**src/rtl/mem_fifo_arb.sv**
```systemverilog
// rtl/mem_fifo_arb.sv - DDR ring-buffer burst arbiter between a write and a read FIFO channel.
// Optional MEM_FIFO_ARB_RR_EN: round-robin tie-break; default build gives ties to read.
module mem_fifo_arb #(
  parameter int                   ADDR_BITS     = 24,
  parameter logic [9:0]           BURST_LEN     = 10'd64,
  parameter logic [ADDR_BITS-1:0] BASE_ADDR     = '0,
  parameter logic [ADDR_BITS-1:0] REGION_WORDS  = ADDR_BITS'(4096),
  parameter logic [9:0]           RD_FIFO_DEPTH = 10'd512
) (
  input  logic                 mem_clk,
  input  logic                 rst_n,
  input  logic                 local_init_done,
  input  logic                 wr_ch_en,
  input  logic                 rd_ch_en,
  input  logic [9:0]           wr_fifo_rdusedw,
  input  logic [9:0]           rd_fifo_wrusedw,
  input  logic                 flush,
  output logic                 wr_burst_req,
  output logic                 rd_burst_req,
  output logic [9:0]           wr_burst_len,
  output logic [9:0]           rd_burst_len,
  output logic [ADDR_BITS-1:0] wr_burst_addr,
  output logic [ADDR_BITS-1:0] rd_burst_addr,
  input  logic                 wr_burst_finish,
  input  logic                 rd_burst_finish,
  output logic [ADDR_BITS:0]   ring_level,
  output logic                 busy
);

  localparam int LW = ADDR_BITS + 2;
  localparam logic [LW-1:0] L_BURST  = LW'(BURST_LEN);
  localparam logic [LW-1:0] L_REGION = LW'(REGION_WORDS);

  typedef enum logic [1:0] {S_IDLE, S_ARB, S_WR_BURST, S_RD_BURST} state_t;

  state_t                 r_state;
  logic                   r_wr_req;
  logic                   r_rd_req;
  logic [ADDR_BITS-1:0]   r_wr_ptr;
  logic [ADDR_BITS-1:0]   r_rd_ptr;
  logic [ADDR_BITS:0]     r_ring_level;
  logic                   r_last_rd;
  logic                   r_flush_pend;

  logic [LW-1:0]          w_level;
  logic [LW-1:0]          w_wr_sum;
  logic [LW-1:0]          w_rd_sum;
  logic [ADDR_BITS-1:0]   w_wr_ptr_nxt;
  logic [ADDR_BITS-1:0]   w_rd_ptr_nxt;
  logic                   w_wr_ok;
  logic                   w_rd_ok;
  logic                   w_grant_wr;
  logic                   w_grant_rd;

  assign w_level  = LW'(r_ring_level);
  assign w_wr_sum = LW'(r_wr_ptr) + L_BURST;
  assign w_rd_sum = LW'(r_rd_ptr) + L_BURST;
  assign w_wr_ptr_nxt = ADDR_BITS'((w_wr_sum >= L_REGION) ? w_wr_sum - L_REGION : w_wr_sum);
  assign w_rd_ptr_nxt = ADDR_BITS'((w_rd_sum >= L_REGION) ? w_rd_sum - L_REGION : w_rd_sum);

  assign w_wr_ok = wr_ch_en && (wr_fifo_rdusedw >= BURST_LEN) && ((w_level + L_BURST) <= L_REGION);
  assign w_rd_ok = rd_ch_en && (w_level >= L_BURST) &&
                   (({1'b0, rd_fifo_wrusedw} + {1'b0, BURST_LEN}) <= {1'b0, RD_FIFO_DEPTH});

`ifdef MEM_FIFO_ARB_RR_EN
  assign w_grant_wr = w_wr_ok && (!w_rd_ok || r_last_rd);
`else
  assign w_grant_wr = w_wr_ok && !w_rd_ok;
`endif
  assign w_grant_rd = w_rd_ok && !w_grant_wr;

  always_ff @(posedge mem_clk or negedge rst_n) begin
    if (!rst_n) begin
      r_state      <= S_IDLE;
      r_wr_req     <= 1'b0;
      r_rd_req     <= 1'b0;
      r_wr_ptr     <= '0;
      r_rd_ptr     <= '0;
      r_ring_level <= '0;
      r_last_rd    <= 1'b0;
      r_flush_pend <= 1'b0;
    end else begin
      r_wr_req <= 1'b0;
      r_rd_req <= 1'b0;
      if (!local_init_done) begin
        r_state <= S_IDLE;
      end else begin
        case (r_state)
          S_IDLE: r_state <= S_ARB;
          S_ARB: begin
            if (flush || r_flush_pend) begin
              r_wr_ptr     <= '0;
              r_rd_ptr     <= '0;
              r_ring_level <= '0;
              r_flush_pend <= 1'b0;
            end else if (w_grant_wr) begin
              r_state   <= S_WR_BURST;
              r_wr_req  <= 1'b1;
              r_last_rd <= 1'b0;
            end else if (w_grant_rd) begin
              r_state   <= S_RD_BURST;
              r_rd_req  <= 1'b1;
              r_last_rd <= 1'b1;
            end
          end
          // a flush seen mid-burst is remembered so a short pulse is not lost
          S_WR_BURST: begin
            if (flush) r_flush_pend <= 1'b1;
            if (wr_burst_finish) begin
              r_wr_ptr     <= w_wr_ptr_nxt;
              r_ring_level <= r_ring_level + (ADDR_BITS+1)'(BURST_LEN);
              r_state      <= S_ARB;
            end
          end
          S_RD_BURST: begin
            if (flush) r_flush_pend <= 1'b1;
            if (rd_burst_finish) begin
              r_rd_ptr     <= w_rd_ptr_nxt;
              r_ring_level <= r_ring_level - (ADDR_BITS+1)'(BURST_LEN);
              r_state      <= S_ARB;
            end
          end
          default: r_state <= S_IDLE;
        endcase
      end
    end
  end

  assign wr_burst_req  = r_wr_req;
  assign rd_burst_req  = r_rd_req;
  assign wr_burst_len  = BURST_LEN;
  assign rd_burst_len  = BURST_LEN;
  assign wr_burst_addr = BASE_ADDR + r_wr_ptr;
  assign rd_burst_addr = BASE_ADDR + r_rd_ptr;
  assign ring_level    = r_ring_level;
  assign busy          = (r_state == S_WR_BURST) || (r_state == S_RD_BURST);

endmodule

```
**config.mk**
```make
export PLATFORM = sky130hd
export DESIGN_NAME = mem_fifo_arb
export DESIGN_NICKNAME = d
export VERILOG_FILES = /design/src/rtl/mem_fifo_arb.sv
export SDC_FILE = /design/constraint.sdc
export NUM_CORES = 1
export LEC_CHECK = 0
export ABC_CLOCK_PERIOD_IN_PS = 3500
export CAP_MARGIN = 25
export CORE_ASPECT_RATIO = 1.5
export CORE_MARGIN = 10
export CORE_UTILIZATION = 30
export DETAILED_ROUTE_END_ITERATION = 10
export DONT_BUFFER_PORTS = 1
export MAX_ROUTING_LAYER = met4
export PLACE_DENSITY = 0.54
export SLEW_MARGIN = 15
export SYNTH_ARGS = -nofsm -noshare
export SYNTH_HDL_FRONTEND = slang
export SYNTH_SLANG_ARGS = --single-unit
export TNS_END_PERCENT = 20
```
**constraint.sdc**
```tcl
create_clock -name mem_clk -period 3.5 [get_ports mem_clk]
set_input_delay 0.875 -clock mem_clk [delete_from_list [all_inputs] [get_ports mem_clk]]
set_output_delay 0.875 -clock mem_clk [all_outputs]
set_load 0.01 [all_outputs]
```
==> run metrics <==
status=complete, no violations; unrepaired setup endpoints after global routing=no; Port-buffer cells=0; CTS tree=built; Root Driver=clkbuf_16; total track usage=0.152; CTS max path bufs=2; Achievable Freq=315 MHz; Num CTS Buffers=9; CP Buf/Inv Count=1; nets=765; Psw=roughly 0.0013 W; diode count=0; Place WS=between 0.3 and 0.4 ns; initial cell density of the core=0.306; combinational family with the most area after synthesis=simple AND/OR/NAND/NOR gates; post-layout util=0.335; synthesized-area fraction occupied by adder cells=0.0273; skew final=~0.0092 ns; Clock Power Share=0.286; Arr. time, crit path=3.43 ns; clock transition at the registers of the reported paths=0.06 ns; Crit. End Element=flop; Synth Area in Simple Gates=0.288; area grow syn2layout=9.70%; YS warnings=0; DP Wirelength=13000 um; antenna violations before repair=0; drt total wl=17700 um; most area-hungry cell type in the Yosys netlist=dfrtp_1; Least-Margin Pin Slew=0.658 ns; Post-CTS Setup Bufs=0; Filler Cell Count=roughly 1900; final hold violations=0; Worst path max stage delay=~0.47 ns; sw frac=0.414; Pins Over Slew Limit=0; Ports=roughly 120; Top delay family on crit path=compound AO/OA/AOI/OAI gates; total gr overflow=0; Final WS setup=0.329 ns; Synth cell types=79; Remaining DRCs=0; vias per cell=5.64; Slew HR=0.560; Core ar.=18000 um^2; Post-Syn Instances=just over 700; power per cell area=between 500 and 600 nW/um^2; Comb power frac=0.432; initial drt markers=403; crit-path cells=ha_1 > and3_1 > buf_4 > or3_1 > a221oi_1 > nand4_1 > a31oi_1 > nand3_1 > a211o_1 > o21ai_0; number of synthesized register bits=60; Placed Cells=931; global-route wire length before repair=approximately 29000 um; Mean Syn Cell Area=7.67 um^2; Routed Antenna Nets=0; total power=0.00325 W; top cell type's share of synthesized area=0.273; Post-Route Setup TNS=0 ns; Final setup viols=0; most frequent cells in the layout=81 x nand2_1, 60 x nor2_1, 60 x dfrtp_1; Die Ht=186 um; Avg WL per Cell=18.7 um; CP Launch Type=flop; Max FO, Critical Path=8; ys async rst share=1.00; Resized cells post-CTS=0; Power Internal=between 0.0015 and 0.002 W; hold buffer count at cts=0; Pre-Repair DR Iteration Count=5; Post-synth EDFFs=0; worst setup path class=reg2reg; Hold WC Path Type=in2async; FP Rows=60; Die X=131 um; min Tclk post-route=about 3.2 ns; Syn Std Cell Area=5510 um^2; die area=24300 um^2; part of the power in registers=0.282; post-synthesis compound-gate area fraction=0.250; area taken by multi-input logic gates=about 3500 um^2; Worst VDD drop=0.202 mV; CTS H-Tree Depth=3; pin count of the biggest net entering global routing=61; Final Non-Filler Cells=947; final worst path period share=0.906; share of cells above drive strength 1=0.116; Reg area=1500 um^2; register area share after synthesis=0.273; critical path's slowest cell=a31oi_1; clock latency on the worst-skew pair=0.34 ns; vias in the first global route=5427; leak pwr=2.55 nW; # clock sinks=60; GP Congestion=roughly 0.92; most common cell after layout, fill and taps aside=nand2_1; Post-Synth XOR/XNOR Area=0.0366; Req. time, crit path=3.76 ns; overall via count from detail_route=5345; max-cap violations=0; Top FF cell, synth=dfrtp_1; largest cells by area after synthesis=dfrtp_1 27%, buf_4 5.6%, nand2_1 5.5%, o21ai_0 4.4%, nor2_1 4.1%; post-synthesis mux area share=0.0109
==> area by class of cell <==
type | instances | share of cell area
Clock inverter | 6 | 0.0106
Clock buffer | 10 | 0.0396
Tap cell | 217 | 0.0449
Multi-Input combinational cell | 582 | 0.583
Inverter | 25 | 0.0155
Sequential cell | 60 | 0.248
Timing Repair Buffer | 47 | 0.0584
==> stage by stage <==
stage	cell area [um^2]	hold WS (ns)
3_5_place_dp	5740	0.551
3_3_place_gp	5740	0.539
6_report	6040	0.222
2_1_floorplan	5640	0.522
4_1_cts	6040	0.206
5_1_grt	6040	0.208
==> power by group through the flow <==
stage / logic (W) / registers (W) / clock network (W)
after floorplan: 0.00106 / 0.000895 / 0
after global placement: 0.00140 / 0.000932 / 0
after detailed placement: 0.00139 / 0.000933 / 0
after CTS: 0.00140 / 0.000920 / 0.000958
after global routing: 0.00158 / 0.000933 / 0.000985
final: 0.00140 / 0.000918 / 0.000929
==> logic make-up after synthesis <==
family	Yosys count
other	2
AND/OR/NAND/NOR	304
AO/OA/AOI/OAI	199
adder cells (fa/ha/maj)	12
multiplexers	6
XOR/XNOR	23
buffers and inverters	112
flip-flops	60
==> Yosys cell counts, drive strengths merged, types with 5 or more instances <==
| cell type | n |
|---|---|
| nand2 | 81 |
| and2 | 7 |
| xor2 | 9 |
| nor4 | 15 |
| xnor2 | 14 |
| nand4 | 17 |
| ha | 12 |
| a21oi | 36 |
| a31oi | 16 |
| nor2 | 60 |
| clkbuf | 38 |
| buf | 49 |
| a2111o | 5 |
| o22ai | 5 |
| inv | 25 |
| and4 | 9 |
| a211oi | 5 |
| a22o | 7 |
| dfrtp | 60 |
| mux2i | 6 |
| a21o | 8 |
| or3 | 13 |
| nand3 | 40 |
| o21ai | 48 |
| and3 | 18 |
| nor3 | 18 |
| o31ai | 22 |
==> routing by layer <==
metal	vias up	global-route usage	wire, um	part of all wire
li1	2587	-	-	-
met4	0	0.0727	461	0.026
met3	37	0.0342	1240	0.070
met1	2544	0.160	7070	0.40
met5	-	-	0	0
met2	177	0.262	8930	0.50
==> sequential cells by signal, indices dropped and copies added (netlist names) <==
name / count
r_state: 2
r_rd_ptr: 18
ring_level: 19
r_flush_pend: 1
r_wr_ptr: 18
wr_burst_req: 1
rd_burst_req: 1
==> path summary, 6_finish.rpt <==
kind | startpoint | end | slack, ns | cells after the start
max | r_rd_ptr[6]$_DFFE_PN0P_ | r_rd_ptr[23]$_DFFE_PN0P_ | 0.33 | 10
min | rst_n | ring_level[15]$_DFFE_PN0P_ | 0.22 | 0
max reg2reg | r_rd_ptr[6]$_DFFE_PN0P_ | r_rd_ptr[23]$_DFFE_PN0P_ | 0.33 | 10
min reg2reg | r_flush_pend$_DFFE_PN0P_ | r_flush_pend$_DFFE_PN0P_ | 0.56 | 2
max in group asynchronous | rst_n | r_wr_ptr[20]$_DFFE_PN0P_ | 3.16 | 0
min in group mem_clk | r_flush_pend$_DFFE_PN0P_ | r_flush_pend$_DFFE_PN0P_ | 0.56 | 2
No activity file was read; power rests on OpenSTA's default activity.
